$ cat src/rtl/serial_subtractor4.sv
// ---------------------------------------------------------------------------
// serial_subtractor4
//
// Bit-serial, LSB-first subtractor: diff = a - b - b_in, one bit per clock,
// using a single full-subtractor cell and a registered borrow. An operation
// takes WIDTH shift steps after the start is accepted.
//
// Ports:
//   clk     - system clock, rising edge
//   rst_n   - asynchronous active-low reset
//   start   - request, sampled only while busy=0
//   a       - minuend, latched on accepted start
//   b       - subtrahend, latched on accepted start
//   b_in    - borrow-in, latched on accepted start
//   busy    - high while an operation is in flight
//   done    - one-cycle completion pulse
//   diff    - result, held until the next completion
//   borrow  - unsigned borrow-out (a < b + b_in)
//   ovf     - signed two's-complement overflow of a - b - b_in
// ---------------------------------------------------------------------------
module serial_subtractor4 #(
    parameter int WIDTH = 4
) (
    input  logic             clk,
    input  logic             rst_n,
    input  logic             start,
    input  logic [WIDTH-1:0] a,
    input  logic [WIDTH-1:0] b,
    input  logic             b_in,
    output logic             busy,
    output logic             done,
    output logic [WIDTH-1:0] diff,
    output logic             borrow,
    output logic             ovf
);

    localparam int CW = $clog2(WIDTH);

    localparam logic [0:0] IDLE  = 1'b0;
    localparam logic [0:0] SHIFT = 1'b1;

    logic [0:0]       state;
    logic [WIDTH-1:0] a_sh;
    logic [WIDTH-1:0] b_sh;
    logic [WIDTH-1:0] res_sh;
    logic             br;
    logic [CW-1:0]    cnt;

    logic             a_i;
    logic             b_i;
    logic             d;
    logic             br_next;
    logic [WIDTH-1:0] res_next;
    logic             last_step;

    // Full-subtractor cell on the operand LSBs and the registered borrow.
    // The new difference bit enters at the MSB so that after WIDTH steps the
    // first (LSB) bit has shifted all the way down to bit 0.
    always_comb begin
        a_i       = a_sh[0];
        b_i       = b_sh[0];
        d         = a_i ^ b_i ^ br;
        br_next   = (~a_i & b_i) | (~(a_i ^ b_i) & br);
        res_next  = {d, res_sh[WIDTH-1:1]};
        last_step = (cnt == CW'(WIDTH - 1));
    end

    // Control and datapath registers. done defaults low every edge so it is
    // a single-cycle pulse. On the MSB step, br still holds the borrow into
    // the MSB, so br ^ br_next is the signed overflow.
    always_ff @(posedge clk or negedge rst_n) begin
        if (!rst_n) begin
            state  <= IDLE;
            a_sh   <= '0;
            b_sh   <= '0;
            res_sh <= '0;
            br     <= 1'b0;
            cnt    <= '0;
            busy   <= 1'b0;
            done   <= 1'b0;
            diff   <= '0;
            borrow <= 1'b0;
            ovf    <= 1'b0;
        end else begin
            done <= 1'b0;
            case (state)
                IDLE: begin
                    if (start) begin
                        a_sh   <= a;
                        b_sh   <= b;
                        br     <= b_in;
                        res_sh <= '0;
                        cnt    <= '0;
                        busy   <= 1'b1;
                        state  <= SHIFT;
                    end
                end
                SHIFT: begin
                    a_sh   <= a_sh >> 1;
                    b_sh   <= b_sh >> 1;
                    res_sh <= res_next;
                    br     <= br_next;
                    cnt    <= cnt + CW'(1);
                    if (last_step) begin
                        diff   <= res_next;
                        borrow <= br_next;
                        ovf    <= br ^ br_next;
                        done   <= 1'b1;
                        busy   <= 1'b0;
                        cnt    <= '0;
                        state  <= IDLE;
                    end
                end
                default: begin
                    state <= IDLE;
                    busy  <= 1'b0;
                end
            endcase
        end
    end

endmodule
$ cat config.mk
export PLATFORM = sky130hd
export DESIGN_NAME = serial_subtractor4
export DESIGN_NICKNAME = d
export VERILOG_FILES = /design/src/rtl/serial_subtractor4.sv
export SDC_FILE = /design/constraint.sdc
export NUM_CORES = 1
export LEC_CHECK = 0
export ABC_AREA = 1
export BUFFER_PORTS_ARGS = -buffer_cell sky130_fd_sc_hd__buf_2
export CELL_PAD_IN_SITES_DETAIL_PLACEMENT = 1
export CELL_PAD_IN_SITES_GLOBAL_PLACEMENT = 2
export CORE_UTILIZATION = 28
export CTS_CLUSTER_DIAMETER = 30
export CTS_CLUSTER_SIZE = 20
export DETAILED_ROUTE_END_ITERATION = 8
export PLACE_DENSITY = 0.69
export SETUP_SLACK_MARGIN = 0.15
export SLEW_MARGIN = 20
export SYNTH_ARGS = -nofsm -noshare
export SYNTH_HDL_FRONTEND = slang
export SYNTH_SLANG_ARGS = --single-unit
export TNS_END_PERCENT = 30
$ cat constraint.sdc
create_clock -name clk -period 1.31 [get_ports clk]
set_clock_uncertainty 0.2 [all_clocks]
set_input_delay 0.1965 -clock clk [delete_from_list [all_inputs] [get_ports clk]]
set_output_delay 0.1965 -clock clk [all_outputs]
set_load 0.05 [all_outputs]
======== Word level (Yosys, flattened, before mapping) ========
Index checks and enable logic that the tools add are counted.
word-level totals
  bits in registers ....................... 24
  output and inout bits ................... 8
  logic and storage cells ................. 45
  input bits .............................. 12
operators by class
  bitwise logic cells ..................... 9
  $add $sub $neg .......................... 1
  muxes and demuxes ....................... 19
  equal/unequal tests ..................... 3
  reduce and logical (&&, ||, !) cells .... 2
operators with widths
  cell                   count
  $pmux W4 S2            3
  $mux W4                3
  $mux W1                7
  $pmux W1 S2            3
  $mux W2                2
  $pmux W2 S2            1
  $reduce_and A2 Y1      2
  $not A1 Y1             3
  $xor A1 B1 Y1          3
  $add A2 B1 Y2 const B  1
  $and A1 B1 Y1          2
  $eq A2 B2 Y1 const B   1
  $ne A2 B1 Y1 const B   1
  $ne A2 B2 Y1 const B   1
  $or A1 B1 Y1           1

======== Depth between registers and ports, before layout ========
Gate-level depths: netlist of the first run.
  word-level depth ........................ 5
  mapped depth ............................ 6
  depth with buffers taken out ............ 6

======== Least setup slack after synthesis of the first run ========
OpenSTA, ideal clock, no wires.
  path kind ............................... reg-to-reg
  start point ............................. register a_sh[0]
  end point ............................... register ovf
  arrival ................................. 1,074 ps
  buffers on the path ..................... 0
  clock period less this slack ............ 1,392 ps
  library setup time ...................... 118 ps
  setup slack ............................. -82 ps
  data required time ...................... 992 ps
  stages on the path, launching flop included .. 6
  cells stage by stage .................... dfrtp_1 > fa_1 > inv_1 > nand2_1 > nand3_1 > nand2_1
on the way
  cells in the longest elaborated chain, start to end .. 5
  elaborated cells on any way between the ends .. 7
  classes of those cells .................. 7 x bitwise
RTL lines
  item                      RTL line  text
  start: declaration        43        logic [WIDTH-1:0] a_sh;
  start signal: assignment  99        a_sh <= a_sh >> 1;
  $xor A1 B1 Y1             63        br_next = (~a_i & b_i) | (~(a_i ^ b_i) & br);
  $not A1 Y1                63
  $and A1 B1 Y1             63
  $or A1 B1 Y1 (*)          63
  $xor A1 B1 Y1 (*)         107       ovf <= br ^ br_next;
  end signal: assignment    107
  end: declaration          34        output logic ovf
Every way passes the cells marked *; elsewhere a longest branch is shown, timed or not.
A chain may end at the register's enable or synchronous reset.

======== Worst setup path after layout of the first run ========
  start point ............................. register b_sh[0]
  end point ............................... register res_sh[3]
on the way
  cells in the longest elaborated chain, start to end .. 3
RTL lines
  item                         RTL line  text
  start: declaration           44        logic [WIDTH-1:0] b_sh;
  start signal: assignment     100       b_sh <= b_sh >> 1;
  $xor A1 B1 Y1 (2 in series)  62        d = a_i ^ b_i ^ br;
  via d                        51        logic d;
  $pmux W4 S2                  86        case (state)
  end signal: assignment       101       res_sh <= res_next;
  end: declaration             45        logic [WIDTH-1:0] res_sh;
The timed path passes the listed nets, and every way through them passes these cells.

==> results.cfg, run 1 <==
[outcome]
outcome = finished, violations left
violations = negative setup slack

[place]
globalplace.congestion = 0.707
hpwl_um = 1500
portBuffers = 19
preCtsSetupSlack_ps = -59.3

[final_layout]
diodes = 0
area_growth_pct = 53.3
nFillCells = 404
final_nets = 162
drive_above_1_share = 0.442

[synth]
synth-seq-cells = 23
syn_nets = 120
synth_warnings = 0
ys_seq_area_frac = 0.587
ys_types = 16
syn_avg_cell_area_um2 = 9.25
syn_area_um2 = 981
synth_cells = 106

[power]
p_total_mw = 3.62
powerDensity_nw_per_um2 = 2410
p_leak_nw = 0.765
ir_drop_mv = 0.598

[timing]
rsz0062_at_grt = true
slew-limit-headroom = 0.652
hold_ws_ps = 45.0
final-max-slew-violation-count = 0
worst_slack_ps = -73.3
max_freq_mhz = 723
final-setup-viol-count = 4
period_minus_slack_ps = 1380
hold_viol = 0
post-route-period-util = 1.06
worst_slew_pin_slew_ps = 523

[route]
drcViolationCount = 0
drt-total-wl_um = 2250
initialDrtViolationCount = 14
ant_nets = 0
dr.pass1.iters = 4
wl_per_cell_um = 11.7
via_per_inst = 4.49
vias = 866

[die]
num_rows = 21
core_um2 = 3340
io_pins = 20
die_w_um = 61.2
initial_core_util = 0.294
die_area_um2 = 3740
die_height_um = 61.2

[global_routing]
grt_pass1_vias = 864
grt_pass1_wl_um = 3800
top_usage_layer = met2
grtUsageMet2 = 0.247
antenna_found_initial = 0
grt_overflow_total = 0
grt.met1_usage = 0.170
grt_max_degree = 24
use_met3 = 0.0252
grtUsageTotal = 0.144

[critical_path]
critPathKind = reg -> reg
arrival_ps = 1450
critPathMaxFanout = 2
cp-end-kind = flop
crit_required_ps = 1370
start_kind = flop

[clocking]
clockRootBuffer = clkbuf_4
numCtsBuffers = 3
h-tree-depth = 1
cts_sinks = 23
worst_skew_pair.late_latency_ps = 320
cts_tree = yes
clock_path_buffers = 2
clkTransAtPathRegs_ps = 130

[hold_path]
hp-class = in -> reg

[run]
drv_cap = 0
-- timing repair --
action / in CTS / in global routing
resized for setup: 28 / 20
setup buffers: 2 / 1
hold endpoints to repair: 32 / 0
hold buffers: 10 / 0
pin swaps: 5 / 9
setup endpoints to repair: 21 / 26
-- logic make-up (layout without fill, tap and decap cells) --
kind of cell    Yosys count  count (layout)  synth area share
compound gates            8               8            0.0561
fa+ha+maj                 2               2            0.0332
buf+inv                  13              54            0.0676
flops                    23              23             0.587
simple gates             60              60             0.256
-- synth_stat cells --
master / n / area share
buf_6: 1 / 0.011
fa_1: 1 / 0.020
inv_2: 1 / 0.0038
o21ai_2: 4 / 0.036
ha_1: 1 / 0.013
buf_2: 2 / 0.010
dfrtp_1: 23 / 0.59
nand3_1: 17 / 0.087
buf_4: 2 / 0.015
o21ai_0: 3 / 0.015
nand2_2: 1 / 0.0064
nor2_2: 1 / 0.0064
nand2_1: 38 / 0.15
inv_1: 7 / 0.027
a21oi_1: 1 / 0.0051
nor2_1: 3 / 0.011
-- path summary, 6_finish.rpt --
path,startpoint,end,slack [ps],cells after the start
setup reg to reg,b_sh[0],res_sh[3],-70,4
hold reg to reg,b_sh[3],b_sh[3],290,2
max in group asynchronous,rst_n,state,370,2
setup / recovery,b_sh[0],res_sh[3],-70,4
min in group asynchronous,rst_n,done,170,2
hold / removal,start,b_sh[3],40,3
-- worst max-delay path, stage by stage (launching register included) --
cell	delay (ps)
dfrtp_1	390
inv_2	50
fa_2	560
inv_2	40
o21ai_2	90
-- cells in the final DEF (no fill, tap or decap), types with 2 or more instances in the layout --
cell type / instances
nand2_1: 31
dfrtp_1: 22
nand3_1: 13
buf_2: 11
buf_6: 11
dlygate4sd3_1: 10
o21ai_2: 7
buf_4: 7
nand2_2: 6
inv_2: 4
nand3_2: 4
inv_1: 3
clkbuf_4: 3
nand2_4: 2
nor2_1: 2
buf_12: 2
-- cell type report --
cell class              instances  area [um^2]  share of cell area
flip-flops and latches         23          577               0.384
multi-input cells              70          420               0.280
repair buffers                 42          387               0.257
well taps                      46         57.6              0.0383
inverters                       8         35.0              0.0233
clock buffers                   3         22.5              0.0150
clock inverters                 1         5.00             0.00333
-- metal layers --
layer  part of all wire  up-vias  wire length [um]
met4              0.016        0                35
met5                  0        -                 0
met2               0.51       19              1150
li1                   -      421                 -
met1               0.45      422              1000
met3              0.028        4                62
-- power breakdown --
group          switching, mW  internal [mW]
sequential             0.223           1.01
combinational           1.14          0.906
clock                  0.231          0.115
-- metrics by stage --
step                      std cells   util  instance area (um^2)  TNS [ps]
after CTS                       192  0.429                  1430      -261
after detailed placement        176  0.360                  1200      -146
after global placement          176  0.360                  1200     -88.8
final                           193  0.451                  1500      -242
after global routing            193  0.451                  1500      -635
after floorplan                 106      -                   983     -38.6
-- sequential cells by signal, indices dropped and copies added, names as in the netlist --
| name | flops |
|---|---|
| a_sh | 4 |
| diff | 4 |
| b_sh | 4 |
| ovf | 1 |
| res_sh | 3 |
| state | 1 |
| done | 1 |
| cnt | 2 |
| borrow | 1 |
| busy | 1 |
| br | 1 |
(Power assumes the default switching activity.)
==> run 2: changes to the inputs <==
- CORE_UTILIZATION: 28 -> 31
- PLACE_DENSITY: 0.69 -> 0.73
- SLEW_MARGIN: 20 -> 40
- clock period: 1.31 -> 1.54 ns (I/O delays scaled with it)
==> run 2 against run 1 <==
Against the previous run:
- the run now ends clean
- maximum frequency shrank 0.68%
- sequential power shrank 16%
- critical path depth did not move
- worst hold slack gained 48 ps
- die area is 9.4% lower
- critical endpoint is now diff[3]
==> results.cfg, run 2 (same netlist as run 1, synthesis figures left out) <==
[clocking]
cts_sinks = 23
h-tree-depth = 1
cts_tree = yes
numCtsBuffers = 3
clkTransAtPathRegs_ps = 120
clockRootBuffer = clkbuf_4
clock_path_buffers = 2
worst_skew_pair.late_latency_ps = 300

[global_routing]
grt_pass1_vias = 830
top_usage_layer = met2
use_met3 = 0.0268
antenna_found_initial = 0
grt_overflow_total = 0
grt_pass1_wl_um = 3820
grt_max_degree = 24
grt.met1_usage = 0.191
grtUsageTotal = 0.153
grtUsageMet2 = 0.263

[critical_path]
critPathKind = reg -> reg
r2r_end = diff[3]
crit_start = b_sh[0]
crit_required_ps = 1590
worstPathCellList = inv_2 -> fa_2 -> inv_2 -> o21ai_2
slowest_stage = fa_2
path_common_cell = inv_2
rr_startpoint = b_sh[0]
endpoint = diff[3]
cp-end-kind = flop
start_kind = flop
slowest_delay_ps = 560
critPathMaxFanout = 2
reg2regPathDepth = 4
reg2reg_slack_ps = 150
arrival_ps = 1440

[power]
p_leak_nw = 0.661
p_total_mw = 2.62
ir_drop_mv = 0.457
powerDensity_nw_per_um2 = 2010

[final_layout]
utilization = 0.431
top_regs = a_sh (4), b_sh (4), diff (4)
layout_common_cells = nand2_1 (38), dfrtp_1 (22), buf_2 (19), nand3_1 (17), dlygate4sd3_1 (10)
drive_above_1_share = 0.317
diodes = 0
layout_commonest_cell = nand2_1
final_nets = 157
area_growth_pct = 33.0
nFillCells = 373

[die]
die_w_um = 58.3
num_rows = 20
core_um2 = 3030
initial_core_util = 0.324
io_pins = 20
die_area_um2 = 3390
die_height_um = 58.3

[place]
portBuffers = 19
globalplace.congestion = 0.670
hpwl_um = 1450

[timing]
hold_ws_ps = 92.9
worst_slew_pin_slew_ps = 528
period_minus_slack_ps = 1390
fin_tns_setup_ps = 0
final-max-slew-violation-count = 0
slew-limit-headroom = 0.648
rsz0062_at_grt = true
max_freq_mhz = 718
post-route-period-util = 0.904
hold_viol = 0
final-setup-viol-count = 0

[route]
ant_nets = 0
initialDrtViolationCount = 34
wl_per_cell_um = 11.8
dr.pass1.iters = 3
vias = 815
via_per_inst = 4.38
drt-total-wl_um = 2190
drcViolationCount = 0

[hold_path]
hp-class = in -> reg

[run]
drv_cap = 0

[outcome]
outcome = complete, no violations
## run 2: how the worst min path moves through the flow
stage,startpoint,endpoint,slack (ps),cells past startpoint
finish,start,a_sh[3],90,3
CTS,start,a_sh[3],80,3
global route,start,b_sh[3],110,3
global placement,rst_n,diff[1],50,1
detailed placement,rst_n,diff[0],40,1
floorplan,rst_n,a_sh[0],-260,0
## run 2: repair_timing
| item | 4_1_cts | 5_1_grt |
|---|---|---|
| pin swaps | 2 | 0 |
| gates resized for setup | 4 | 5 |
| hold buffers | 10 | 0 |
| setup endpoints to repair | 5 | 22 |
| cloned | 0 | 1 |
| buffers inserted | 1 | 2 |
| endpoints found under the hold margin | 32 | 0 |
## run 2: power by group
group          total, mW  internal, mW  switching (mW)
Combinational       1.31         0.457           0.856
Clock              0.277         0.101           0.176
Sequential          1.03         0.856           0.171
## run 2: cell type report
class / count / area (um^2) / share of cell area
Inverter: 8 / 33.8 / 0.0259
Tap cell: 44 / 55.1 / 0.0422
Timing Repair inverter: 1 / 7.51 / 0.00575
Timing Repair Buffer: 36 / 260 / 0.199
Sequential cell: 23 / 577 / 0.442
Multi-Input combinational cell: 70 / 345 / 0.265
Clock buffer: 4 / 26.3 / 0.0201
## run 2: routing by layer
layer / routed length [um] / vias up
met1: 1000 / 392
li1: - / 406
met3: 51 / 2
met5: 0 / -
met2: 1120 / 15
met4: 13 / 0
## run 2: worst max-delay path, delay by kind of cell (launching register included)
kind | cells | cell delay [ps]
buffers and inverters | 2 | 90
AOI/OAI and AO/OA | 1 | 100
adders and majority gates | 1 | 560
DFF | 1 | 390
## run 2: through the flow
stage | instance area, um^2 | std cells | setup WS (ps)
floorplan | 983 | 106 | 161
global placement | 1140 | 168 | 150
detailed placement | 1140 | 168 | 105
CTS | 1270 | 183 | 134
global route | 1310 | 186 | 84.9
finish | 1310 | 186 | 147
==> run 3: changes to the inputs <==
- PLACE_DENSITY: 0.73 -> default
- PLACE_DENSITY_LB_ADDON: default -> 0.1
==> run 3 against run 2 <==
Against the previous run:
- total power is 2.0% higher
- flip-flop and latch count is the same
- combinational power grew 6%
==> results.cfg, run 3 (same netlist as run 1, synthesis figures left out) <==
[global_routing]
grt_overflow_total = 0
grtUsageTotal = 0.154
antenna_found_initial = 0
grt_pass1_wl_um = 3960
grt_max_degree = 24
grt_pass1_vias = 885

[critical_path]
critPathKind = reg -> reg
arrival_ps = 1450
crit_required_ps = 1590
start_kind = flop
worstPathCellList = inv_2 -> fa_2 -> inv_2 -> o21ai_2
cp-end-kind = flop
slowest_stage = fa_2
path_common_cell = inv_2
critPathMaxFanout = 2
slowest_delay_ps = 560

[power]
clkPwrFrac = 0.105
p_switching_mw = 1.19
powerDensity_nw_per_um2 = 2010
combinationalPowerShare = 0.522
sw_frac_of_total = 0.446
intPower_mw = 1.48
seq_power_share = 0.373
ir_drop_mv = 0.484
p_leak_nw = 0.693

[die]
die_w_um = 58.3
initial_core_util = 0.324
die_height_um = 58.3
num_rows = 20
core_um2 = 3030
die_area_um2 = 3390
io_pins = 20

[final_layout]
layout_common_cells = nand2_1 (38), dfrtp_1 (23), buf_2 (19), nand3_1 (17), buf_4 (13)
diodes = 0
layout_commonest_cell = nand2_1
area_growth_pct = 35.1
drive_above_1_share = 0.327
final_nets = 162
post-route-cell-area_um2 = 1330
top_regs = a_sh (4), b_sh (4), diff (4)
final_cells = 191

[timing]
period_minus_slack_ps = 1400
fin_tns_setup_ps = 0
slew-limit-headroom = 0.652
final-max-slew-violation-count = 0
final-setup-viol-count = 0
hold_viol = 0
worst_slew_pin_slew_ps = 522
rsz0062_at_grt = true
post-route-period-util = 0.908
worst_slack_ps = 142
max_freq_mhz = 715

[place]
preCtsSetupSlack_ps = 72.1
hpwl_um = 1480
placed_area_um2 = 1160
placed_cells = 172
portBuffers = 19
globalplace.congestion = 0.663

[clocking]
worst_skew_pair.late_latency_ps = 310
cts_sinks = 23
clkTransAtPathRegs_ps = 130
h-tree-depth = 1
cts_tree = yes
clockRootBuffer = clkbuf_4
numCtsBuffers = 3
clock_path_buffers = 2

[route]
via_per_inst = 4.27
ant_nets = 0
drt-total-wl_um = 2130
vias = 816
initialDrtViolationCount = 25
drcViolationCount = 0
wl_per_cell_um = 11.1
dr.pass1.iters = 2

[run]
drv_cap = 0

[outcome]
outcome = complete, no violations

[hold_path]
hp-class = in -> reg
==> run 3: cell count changes in the layout (fill, tap and decap cells not counted), sizes merged <==
cell      change
buf           +6
clkinvlp      -2
inv           +1
==> run 3: power by group through the flow <==
| stage | combinational [mW] | sequential [mW] | clock (mW) |
|---|---|---|---|
| final | 1.39 | 0.996 | 0.279 |
| after detailed placement | 1.26 | 1.02 | 0 |
| after global placement | 1.23 | 1.00 | 0 |
| after floorplan | 0.609 | 1.31 | 0 |
| after global routing | 1.57 | 1.03 | 0.327 |
| after CTS | 1.36 | 0.998 | 0.297 |
==> run 3: cell type report <==
class	instances	area [um^2]
repair buffers	42	293
multi-input cells	70	345
clock buffers	4	26.3
inverters	8	30.0
fillers	369	1700
flip-flops and latches	23	576
well taps	44	55.1
==> run 3: what timing repair did <==
item,CTS,global route
pin swaps,2,5
setup buffers,2,3
resized for setup,4,2
hold buffers,10,0
setup endpoints to repair,3,11
endpoints found under the hold margin,32,0
==> run 3: critical path: cells and delay by family, from the launching register on <==
kind	cells	cell delay (ps)
fa+ha+maj	1	560
flops	1	380
buf+inv	2	90
compound gates	1	100
==> run 3: stage by stage <==
stage	total power, mW	utilization	hold slack [ps]
CTS	2.65	0.430	70.7
global placement	2.24	0.382	39.8
detailed placement	2.27	0.382	43.9
finish	2.67	0.438	69.6
floorplan	1.92	-	-265
global route	2.93	0.438	98.8
==> run 3: worst paths after layout <==
check | cells past startpoint | to | slack, ps | start
max in group asynchronous | 2 | b_sh[1] | 570 | rst_n
worst max-delay path | 4 | res_sh[3] | 140 | br
worst min-delay path | 3 | a_sh[3] | 70 | start
min in group asynchronous | 2 | res_sh[2] | 210 | rst_n
worst max register to register | 4 | res_sh[3] | 140 | br
worst min register to register | 2 | diff[1] | 290 | diff[1]
==> run 3: routing by layer <==
| layer | wire length (um) | track usage |
|---|---|---|
| met1 | 984 | 0.194 |
| met2 | 1060 | 0.273 |
| met3 | 55 | 0.0201 |
| met4 | 26 | 0.0510 |
| met5 | 0 | 0 |
